$ cat config.mk
export PLATFORM = sky130hd
export DESIGN_NAME = zrle_stream_encoder
export DESIGN_NICKNAME = d
export VERILOG_FILES = /design/src/rtl/zrle_pkg.sv /design/src/rtl/zrle_sync_fifo.sv /design/src/rtl/zrle_stream_encoder.sv
export SDC_FILE = /design/constraint.sdc
export NUM_CORES = 1
export LEC_CHECK = 0
export CAP_MARGIN = 25
export CORE_MARGIN = 5
export CORE_UTILIZATION = 50
export CTS_BUF_LIST = sky130_fd_sc_hd__clkbuf_2
export DETAILED_ROUTE_END_ITERATION = 10
export GPL_TIMING_DRIVEN = 0
export PLACE_DENSITY = 0.68
export RECOVER_POWER = 100
export SYNTH_ARGS = -nofsm -noshare
export SYNTH_HDL_FRONTEND = slang
export SYNTH_SLANG_ARGS = --single-unit
$ cat constraint.sdc
create_clock -name clk -period 5.19 [get_ports clk]
set_input_delay 0.519 -clock clk [delete_from_list [all_inputs] [get_ports clk]]
set_output_delay 0.519 -clock clk [all_outputs]
set_load 0.03 [all_outputs]
$ cat src/rtl/zrle_pkg.sv
// Shared types and constants for the zero-run-length stream encoder.
// Latency: n/a (package only).
// Backpressure: n/a (package only).
package zrle_pkg;

   // Encoder FSM states
   typedef enum logic [1:0] {
      S_DATA = 2'd0,
      S_RUN  = 2'd1,
      S_MARK = 2'd2,
      S_CNT  = 2'd3
   } zrle_state_e;

   // Value emitted in front of every run count
   localparam int ZERO_MARKER = 0;

   // Width of an occupancy counter able to hold 0..depth inclusive
   function automatic int level_w(input int depth);
      return $clog2(depth) + 1;
   endfunction

endpackage

$ cat src/rtl/zrle_sync_fifo.sv
// Synchronous first-word-fall-through FIFO buffering {last,data} input words.
// Latency: a pushed word is visible at rdata_o the cycle after the push.
// Backpressure: full_o must gate pushes; popping while empty is ignored.
// Ports: clk/rst (async active-low), push_i/wdata_i write side,
//        pop_i/rdata_o/empty_o read side, full_o and level_o status.
module zrle_sync_fifo
   import zrle_pkg::*;
#(
   parameter int W     = 9,
   parameter int DEPTH = 16
) (
   input  logic                      clk,
   input  logic                      rst,
   input  logic                      push_i,
   input  logic [W-1:0]              wdata_i,
   input  logic                      pop_i,
   output logic [W-1:0]              rdata_o,
   output logic                      full_o,
   output logic                      empty_o,
   output logic [level_w(DEPTH)-1:0] level_o
);

   localparam int AW = $clog2(DEPTH);
   localparam int LW = level_w(DEPTH);

   logic [W-1:0]  mem_q [DEPTH];
   // Pointers carry one wrap bit so full and empty are distinguishable
   logic [LW-1:0] wr_ptr_q, rd_ptr_q;

   logic do_push, do_pop;

   assign level_o = wr_ptr_q - rd_ptr_q;
   assign full_o  = (level_o == LW'(DEPTH));
   assign empty_o = (level_o == '0);
   assign rdata_o = mem_q[rd_ptr_q[AW-1:0]];

   assign do_push = push_i && !full_o;
   assign do_pop  = pop_i && !empty_o;

   always_ff @(posedge clk) begin
      if (do_push) begin
         mem_q[wr_ptr_q[AW-1:0]] <= wdata_i;
      end
   end

   always_ff @(posedge clk or negedge rst) begin
      if (!rst) begin
         wr_ptr_q <= '0;
         rd_ptr_q <= '0;
      end else begin
         if (do_push) wr_ptr_q <= wr_ptr_q + LW'(1);
         if (do_pop)  rd_ptr_q <= rd_ptr_q + LW'(1);
      end
   end

endmodule

$ cat src/rtl/zrle_stream_encoder.sv
// Zero-run-length encoder: literals pass through, zero runs become {0x00, count}.
// Latency: 2 cycles from input handshake to out_valid (FIFO write, output register).
// Backpressure: single output register held while stalled; input FIFO absorbs the rest.
// Ports: clk/rst (async active-low); in_valid/in_ready/in_data/in_last input stream;
//        out_valid/out_ready/out_data/out_last encoded stream; run_active, fifo_level status.
module zrle_stream_encoder
   import zrle_pkg::*;
#(
   parameter int DATA_W     = 8,
   parameter int FIFO_DEPTH = 16,
   parameter int MAX_RUN    = 255
) (
   input  logic                           clk,
   input  logic                           rst,
   input  logic                           in_valid,
   output logic                           in_ready,
   input  logic [DATA_W-1:0]              in_data,
   input  logic                           in_last,
   output logic                           out_valid,
   input  logic                           out_ready,
   output logic [DATA_W-1:0]              out_data,
   output logic                           out_last,
   output logic                           run_active,
   output logic [level_w(FIFO_DEPTH)-1:0] fifo_level
);

   localparam logic [DATA_W-1:0] MAX_RUN_C = DATA_W'(MAX_RUN);
   localparam logic [DATA_W-1:0] MARKER_C  = DATA_W'(ZERO_MARKER);

   // Input FIFO
   logic              fifo_full, fifo_empty, fifo_pop, push;
   logic [DATA_W:0]   head;
   logic [DATA_W-1:0] head_data;
   logic              head_last, head_vld, head_zero;
   logic              rdy_q;

   // in_ready stays low until the first clock edge after reset release
   assign in_ready  = rdy_q && !fifo_full;
   assign push      = in_valid && in_ready;
   assign head_data = head[DATA_W-1:0];
   assign head_last = head[DATA_W];
   assign head_vld  = !fifo_empty;
   assign head_zero = (head_data == MARKER_C);

   zrle_sync_fifo #(
      .W     (DATA_W + 1),
      .DEPTH (FIFO_DEPTH)
   ) u_fifo (
      .clk     (clk),
      .rst     (rst),
      .push_i  (push),
      .wdata_i ({in_last, in_data}),
      .pop_i   (fifo_pop),
      .rdata_o (head),
      .full_o  (fifo_full),
      .empty_o (fifo_empty),
      .level_o (fifo_level)
   );

   // FSM and output register state
   zrle_state_e       state_q, state_d;
   logic [DATA_W-1:0] run_cnt_q, run_cnt_d;
   logic              run_last_q, run_last_d;
   logic              out_valid_q, out_valid_d;
   logic [DATA_W-1:0] out_data_q, out_data_d;
   logic              out_last_q, out_last_d;
   logic              loadable, emit;
   logic [DATA_W-1:0] emit_data;
   logic              emit_last;

   assign loadable = !out_valid_q || out_ready;

   always_comb begin
      state_d    = state_q;
      run_cnt_d  = run_cnt_q;
      run_last_d = run_last_q;
      fifo_pop   = 1'b0;
      emit       = 1'b0;
      emit_data  = '0;
      emit_last  = 1'b0;

      unique case (state_q)
         S_DATA: begin
            if (head_vld) begin
               if (!head_zero) begin
                  if (loadable) begin
                     emit      = 1'b1;
                     emit_data = head_data;
                     emit_last = head_last;
                     fifo_pop  = 1'b1;
                  end
               end else begin
                  fifo_pop   = 1'b1;
                  run_cnt_d  = DATA_W'(1);
                  run_last_d = head_last;
                  state_d    = (head_last || MAX_RUN == 1) ? S_MARK : S_RUN;
               end
            end
         end
         S_RUN: begin
            // run_cnt_q < MAX_RUN always holds here: reaching MAX_RUN leaves S_RUN
            if (head_vld) begin
               if (head_zero) begin
                  fifo_pop   = 1'b1;
                  run_cnt_d  = run_cnt_q + DATA_W'(1);
                  run_last_d = head_last;
                  if (head_last || (run_cnt_q + DATA_W'(1) == MAX_RUN_C)) begin
                     state_d = S_MARK;
                  end
               end else begin
                  // Non-zero head terminates the run and stays queued
                  state_d = S_MARK;
               end
            end
         end
         S_MARK: begin
            if (loadable) begin
               emit      = 1'b1;
               emit_data = MARKER_C;
               emit_last = 1'b0;
               state_d   = S_CNT;
            end
         end
         S_CNT: begin
            if (loadable) begin
               emit       = 1'b1;
               emit_data  = run_cnt_q;
               emit_last  = run_last_q;
               run_cnt_d  = '0;
               run_last_d = 1'b0;
               state_d    = S_DATA;
            end
         end
         default: state_d = S_DATA;
      endcase

      out_valid_d = emit ? 1'b1      : (out_ready ? 1'b0 : out_valid_q);
      out_data_d  = emit ? emit_data : out_data_q;
      out_last_d  = emit ? emit_last : out_last_q;
   end

   always_ff @(posedge clk or negedge rst) begin
      if (!rst) begin
         state_q     <= S_DATA;
         run_cnt_q   <= '0;
         run_last_q  <= 1'b0;
         out_valid_q <= 1'b0;
         out_data_q  <= '0;
         out_last_q  <= 1'b0;
         rdy_q       <= 1'b0;
      end else begin
         state_q     <= state_d;
         run_cnt_q   <= run_cnt_d;
         run_last_q  <= run_last_d;
         out_valid_q <= out_valid_d;
         out_data_q  <= out_data_d;
         out_last_q  <= out_last_d;
         rdy_q       <= 1'b1;
      end
   end

   assign out_valid  = out_valid_q;
   assign out_data   = out_data_q;
   assign out_last   = out_last_q;
   assign run_active = (state_q != S_DATA);

endmodule

==> results.sh, run 1 <==
export IMPL_cp_slowest_cell="clkdlybuf4s50_1"
export IMPL_syn_to_final_growth_pct=9.75
export IMPL_htree_num_levels=4
export IMPL_syn_nets=516
export IMPL_cts_sinks=176
export IMPL_seq_power_share_pct=38.5
export IMPL_worst_ep_arrival_time_ns=4.26
export IMPL_yosys_area_share_adder_pct=2.66
export IMPL_grt_total_usage_pct=18.6
export IMPL_cts_tree="done"
export IMPL_dp_slack_ns=0.713
export IMPL_grt_overflow=0
export IMPL_fmax_mhz=209
export IMPL_period_minus_slack_ns=4.78
export IMPL_drv_cap=1
export IMPL_synth_seq_area_share_pct=65.6
export IMPL_drt_pre_antenna_iters=5
export IMPL_critPathBufInv=6
export IMPL_rsz0062_at_grt="no"
export IMPL_multi_input_area_um2=2450
export IMPL_antenna_found_initial=0
export IMPL_dieArea_um2=18200
export IMPL_crit_top_cell="buf_2"
export IMPL_slew_headroom_pct=-26.2
export IMPL_seqCellArea_um2=5120
export IMPL_layout_cells_non_filler=764
export IMPL_fp_dieH_um=135
export IMPL_synth_top_family_by_area="multiplexers"
export IMPL_path_class="reg2out"
export IMPL_switching_power_mw=1.90
export IMPL_grt_pass1_vias=4486
export IMPL_synth_xor_area_share_pct=1.46
export IMPL_rr_worst_depth=14
export IMPL_reg2reg_from="u_fifo.rd_ptr_q[2]"
export IMPL_status="finished with violations"
export IMPL_synth_compound_area_share_pct=5.76
export IMPL_root_buffer="clkbuf_2"
export IMPL_r2r_slack_ns=0.45
export IMPL_cpLargestDelayFamily="buffers and inverters"
export IMPL_nNetsFinal=570
export IMPL_cp_required_ns=4.67
export IMPL_worstPathMaxFanout=10
export IMPL_power_total_mw=4.66
export IMPL_fp_dieW_um=135
export IMPL_p_int_mw=2.76
export IMPL_worstMarginPinSlew_ns=1.89
export IMPL_fin_crit_sh_pct=92.1
export IMPL_rows=45
export IMPL_failed_checks="capacitance limit, slew limit"
export IMPL_setup_viol=0
export IMPL_drc=0
export IMPL_worstPathCellList="buf_2, buf_2, buf_2, buf_2, inv_1, ha_1, nand3_1, and3_1, or2_2, o31a_1, clkdlybuf4s50_1"
export IMPL_synthMuxAreaShare_pct=15.2
export IMPL_drtAntennaViolNets=0
export IMPL_grt_first_pass_wirelength_mm=25.3
export IMPL_gp_congestion=0.883
export IMPL_syn_area_per_cell_um2=16.0
export IMPL_dpl_hpwl_mm=11.0
export IMPL_cellPowerDensity_nw_per_um2=544
export IMPL_setup_tns_final_ns=0
export IMPL_n_antenna_cell=0
export IMPL_switching_share_pct=40.8
export IMPL_ios=30
export IMPL_cts_clk_slew_worst_paths_ns=0.25
export IMPL_final_cell_mix="edfxtp_1 (144), dfrtp_1 (32), nand2_1 (26), dlygate4sd3_1 (26), inv_1 (23)"
export IMPL_pwr_share_comb_pct=47.1
export IMPL_whs_endpoint="u_fifo.rd_ptr_q[4]"
export IMPL_end_kind="output port"
export IMPL_synth_edff_count=144
export IMPL_ir_drop_mv=0.326
export IMPL_fillers=1186
export IMPL_clockBufferDepth=2
export IMPL_timing_rr_end="u_fifo.mem_q[6][8]"
export IMPL_drt_total_wl_mm=15.9
export IMPL_port_buffers=29
export IMPL_fin_worst_skew_ns=0.0361
export IMPL_final_max_slew_viol_count=33
export IMPL_cts_setup_buffers=0
export IMPL_initial_utilization_pct=51.2
export IMPL_finalWorstSetupSlack_ns=0.409
export IMPL_synthSimpleGateAreaFrac_pct=6.60
export IMPL_p_leak_nw=3.07
export IMPL_syn_area_um2=7810
export IMPL_yosys_cell_types_count=62
export IMPL_min_path_type="reg2reg"
export IMPL_placed_area_um2=8430
export IMPL_async_reset_ff_share_pct=18.2
export IMPL_syn_inst=487
export IMPL_drtIter0Drc=460
export IMPL_coreArea_um2=15300
export IMPL_layout_drive_gt1_share_pct=12.8
export IMPL_holdPathStages=1
export IMPL_vias_per_cell=5.75
export IMPL_routed_via_count=4396
export IMPL_synthFlopType="edfxtp_1"
export IMPL_clk_latency_ns=0.73
export IMPL_final_area_um2=8580
export IMPL_min_delay_start="u_fifo.rd_ptr_q[4]"
export IMPL_yosys_warnings=0
export IMPL_cts_made_buffers=17
export IMPL_startpoint_type="register"
export IMPL_cpPeakStageDelay_ns=0.59
export IMPL_final_common_cell="edfxtp_1"
export IMPL_clkPwrFrac_pct=14.4
export IMPL_post_drt_wl_per_cell_um=20.9
export IMPL_hold_viol_final=0
export IMPL_grt_max_degree=33
export IMPL_place_inst=732
export IMPL_synth_seq_cells=176
-- sequential cells by signal (all words and copies together) (netlist names) --
register         flops
run_last_q           1
out_last             1
u_fifo.rd_ptr_q      5
rdy_q                1
run_cnt_q            8
state_q              2
out_valid            1
u_fifo.mem_q       144
out_data             8
u_fifo.wr_ptr_q      5
-- how the worst max path moves through the flow --
stage	startpoint	end	slack (ns)	depth (start not counted)
floorplan	u_fifo.rd_ptr_q[2]	u_fifo.mem_q[4][0]	1.08	13
CTS	u_fifo.rd_ptr_q[2]	in_ready	0.35	11
finish	u_fifo.rd_ptr_q[2]	in_ready	0.41	11
detailed placement	u_fifo.rd_ptr_q[2]	u_fifo.mem_q[10][2]	0.71	13
global route	u_fifo.rd_ptr_q[2]	u_fifo.mem_q[7][7]	0.09	14
global placement	u_fifo.rd_ptr_q[2]	u_fifo.mem_q[7][2]	0.25	13
-- power groups by stage --
stage / logic, mW / clock network (mW) / registers (mW)
floorplan: 1.60 / 0 / 1.85
global placement: 2.25 / 0 / 1.82
detailed placement: 2.30 / 0 / 1.83
CTS: 2.31 / 0.687 / 1.80
global route: 2.40 / 0.756 / 1.81
finish: 2.20 / 0.671 / 1.80
-- area by class of cell --
class / instances / share of cell area (%)
clock buffer: 18 / 1.05
multi-input combinational: 265 / 28.6
buffer: 23 / 1.33
tap: 211 / 3.08
clock inverter: 13 / 1.53
sequential: 176 / 59.8
inverter: 23 / 1.01
timing repair buffer: 35 / 3.65
-- metal layers --
| metal | wire length (µm) | vias up | track usage (%) |
|---|---|---|---|
| li1 | - | 2008 | - |
| met1 | 6750 | 2216 | 24.4 |
| met2 | 7960 | 154 | 31.1 |
| met3 | 1010 | 18 | 4.73 |
| met4 | 216 | 0 | 5.04 |
| met5 | 0 | - | 0 |
-- repair_timing --
action | 4_1_cts | 5_1_grt
endpoints found under the setup margin | 0 | 0
hold buffers | 1 | 0
endpoints found under the hold margin | 32 | 0
resized for setup | 0 | 0
-- cell usage after synthesis, drive strengths merged (2+ instances only) --
master,count,share of area (%)
o221ai,3,0.34
dfrtp,32,10
and2,11,0.88
a211oi,2,0.19
nand2,26,1.2
nor3b,2,0.19
xnor2,8,0.90
edfxtp,144,55
mux2i,22,3.0
mux2,18,3.0
or4,2,0.24
nand3b,6,0.58
o211ai,6,0.58
mux4,30,9.2
o22ai,3,0.24
nor3,5,0.32
nand4,4,0.32
nor2b,2,0.16
or2,3,0.24
ha,15,2.4
a22oi,10,0.96
nor2,19,0.91
clkbuf,11,0.53
inv,23,1.1
xor2,5,0.56
a21oi,12,0.77
and3,7,0.56
nand3,8,0.58
a21o,2,0.19
buf,12,1.0
o21ai,14,0.90
-- cells by family (layout without fill, tap and decap cells) --
kind of cell | count (synthesis) | count (layout)
other cells | 1 | 1
fa+ha+maj | 16 | 16
mux | 70 | 70
simple gates | 99 | 99
compound gates | 66 | 66
flops | 176 | 176
xor+xnor | 13 | 13
buf+inv | 46 | 112
-- metrics by stage --
step                hold WS (ns)  utilization, %
floorplan                  0.223               -
global placement           0.476            54.8
detailed placement         0.481            55.3
CTS                        0.339            56.8
global route               0.552            56.2
finish                     0.511            56.2
Power figures use the tool's default switching activity.
==> run 2: changes to the inputs <==
Settings changed: CTS_CLUSTER_SIZE from default to 10.
Clock period 5.19 ns to 5.8 ns, I/O delays scaled along.
==> run 2 against run 1 <==
- the run still ends with capacitance limit, slew limit left
- non-clock buffer count unchanged
- register-to-register slack better by 0.29 ns
- clock skew hardly changed
- sequential cell count stayed put
- core utilization about the same
- sequential power shrank 11%
- routed wire length is 0.22% higher
- final area barely moved
- critical endpoint unchanged
- largest power group unchanged
==> results.sh, run 2 (synthesis results as in run 1) <==
export IMPL_status="finished with violations"
export IMPL_failed_checks="capacitance limit, slew limit"
export IMPL_post_drt_wl_per_cell_um=20.9
export IMPL_crit_start="u_fifo.rd_ptr_q[2]"
export IMPL_layout_cells_non_filler=764
export IMPL_reg2reg_from="u_fifo.rd_ptr_q[2]"
export IMPL_setup_tns_final_ns=0
export IMPL_drv_cap=1
export IMPL_worstPathCellList="buf_2, buf_2, buf_2, clkbuf_1, inv_1, ha_1, nand3_1, and3_1, or2_2, o31a_1, clkdlybuf4s50_1"
export IMPL_final_common_cell="edfxtp_1"
export IMPL_switching_power_mw=1.71
export IMPL_drt_total_wl_mm=16.0
export IMPL_fmax_mhz=194
export IMPL_clkPwrFrac_pct=14.3
export IMPL_root_buffer="clkbuf_2"
export IMPL_p_leak_nw=3.07
export IMPL_rsz0062_at_grt="no"
export IMPL_drtIter0Drc=433
export IMPL_fp_dieW_um=135
export IMPL_crit_top_cell="buf_2"
export IMPL_slew_headroom_pct=-26.1
export IMPL_ctsResizeCount=0
export IMPL_grt_overflow=0
export IMPL_drt_pre_antenna_iters=6
export IMPL_drtAntennaViolNets=0
export IMPL_setup_viol=0
export IMPL_timing_rr_end="u_fifo.mem_q[6][8]"
export IMPL_path_class="reg2out"
export IMPL_vias_per_cell=5.74
export IMPL_startpoint_type="register"
export IMPL_cp_num_cells=11
export IMPL_crit_end="in_ready"
export IMPL_htree_num_levels=4
export IMPL_clockBufferDepth=2
export IMPL_dieArea_um2=18200
export IMPL_port_buffers=29
export IMPL_critPathBufInv=6
export IMPL_cts_tree="done"
export IMPL_rows=45
export IMPL_dpl_hpwl_mm=11.0
export IMPL_grt_max_degree=33
export IMPL_worst_ep_arrival_time_ns=4.58
export IMPL_seq_power_share_pct=38.5
export IMPL_period_minus_slack_ns=5.16
export IMPL_cpPeakStageDelay_ns=0.59
export IMPL_cts_clk_slew_worst_paths_ns=0.25
export IMPL_grt_first_pass_wirelength_mm=25.3
export IMPL_min_path_type="reg2reg"
export IMPL_cp_required_ns=5.22
export IMPL_placed_area_um2=8430
export IMPL_cts_sinks=176
export IMPL_final_cell_mix="edfxtp_1 (144), dfrtp_1 (32), nand2_1 (26), dlygate4sd3_1 (26), inv_1 (23)"
export IMPL_routed_via_count=4386
export IMPL_final_max_slew_viol_count=33
export IMPL_antenna_found_initial=0
export IMPL_cellPowerDensity_nw_per_um2=487
export IMPL_ios=30
export IMPL_p_int_mw=2.47
export IMPL_worstPathMaxFanout=10
export IMPL_end_kind="output port"
export IMPL_grt_pass1_vias=4486
export IMPL_place_inst=732
export IMPL_pwr_share_comb_pct=47.2
export IMPL_grt_total_usage_pct=18.6
export IMPL_final_area_um2=8570
export IMPL_switching_share_pct=40.8
export IMPL_gp_congestion=0.883
export IMPL_r2r_slack_ns=0.74
export IMPL_worstMarginPinSlew_ns=1.89
export IMPL_coreArea_um2=15300
export IMPL_clk_latency_ns=0.72
export IMPL_cts_setup_buffers=0
export IMPL_n_antenna_cell=0
export IMPL_ir_drop_mv=0.292
export IMPL_largest_reg_flops=144
export IMPL_initial_utilization_pct=51.2
export IMPL_nNetsFinal=570
export IMPL_layout_drive_gt1_share_pct=12.7
export IMPL_cp_slowest_cell="clkdlybuf4s50_1"
export IMPL_hold_viol_final=0
export IMPL_cts_made_buffers=17
export IMPL_rr_worst_depth=14
export IMPL_fin_worst_skew_ns=0.0356
export IMPL_fin_crit_sh_pct=88.9
export IMPL_syn_to_final_growth_pct=9.74
export IMPL_drc=0
export IMPL_cpLargestDelayFamily="buffers and inverters"
export IMPL_fp_dieH_um=135
-- run 2: changes by cell type in the layout (fill, tap and decap cells not counted) --
cell      before  now
buf_2          7    6
clkbuf_1      18   19
-- run 2: worst min path at each step --
stage,start,endpoint,slack [ns],depth (start not counted)
after detailed placement,u_fifo.rd_ptr_q[4],u_fifo.rd_ptr_q[4],0.48,1
final,u_fifo.rd_ptr_q[4],u_fifo.rd_ptr_q[4],0.51,1
after global routing,u_fifo.rd_ptr_q[4],u_fifo.rd_ptr_q[4],0.55,1
after CTS,rst,state_q[0],0.40,2
after global placement,u_fifo.wr_ptr_q[4],u_fifo.wr_ptr_q[4],0.48,1
after floorplan,rst,out_data[0],0.28,0
-- run 2: layer usage --
| layer | share of wire (%) | wire length, µm | global-route usage (%) |
|---|---|---|---|
| met1 | 43 | 6820 | 24.4 |
| met2 | 50 | 7970 | 31.1 |
| met3 | 6.0 | 958 | 4.73 |
| met4 | 1.4 | 220 | 5.04 |
| met5 | 0 | 0 | 0 |
-- run 2: worst register-to-register path: cells and delay by family, from the launching register on --
family,cells,cell delay (ns)
buffers and inverters,7,2.31
AND/OR/NAND/NOR,3,1.01
AO/OA/AOI/OAI,2,0.43
adder cells (fa/ha/maj),1,0.40
flip-flops,1,0.39
XOR/XNOR,1,0.22
-- run 2: power by group through the flow --
stage	combinational (mW)	sequential, mW	clock (mW)
after global placement	2.01	1.63	0
after global routing	2.14	1.62	0.677
after CTS	2.07	1.61	0.615
after floorplan	1.43	1.66	0
after detailed placement	2.06	1.64	0
final	1.97	1.61	0.599
-- run 2: final cells by class --
type	instances	area (µm²)
fillers	1187	6680
plain buffers	23	113
repair buffers	35	313
clock buffers	18	90.1
multi-input cells	265	2450
well taps	211	264
inverters	23	86.3
clock inverters	13	131
flip-flops and latches	176	5120
-- run 2: metrics by stage --
stage	hold WS (ns)	utilization [%]	power (mW)	setup WS, ns
floorplan	0.284	-	3.09	1.69
global placement	0.476	54.8	3.64	0.864
detailed placement	0.481	55.3	3.70	1.32
CTS	0.400	56.8	4.29	0.901
global route	0.552	56.2	4.44	0.366
finish	0.511	56.2	4.18	0.642
-- run 2: what timing repair did --
action,in CTS,in global routing
endpoints found under the hold margin,32,0
endpoints found under the setup margin,0,0
hold buffers,1,0
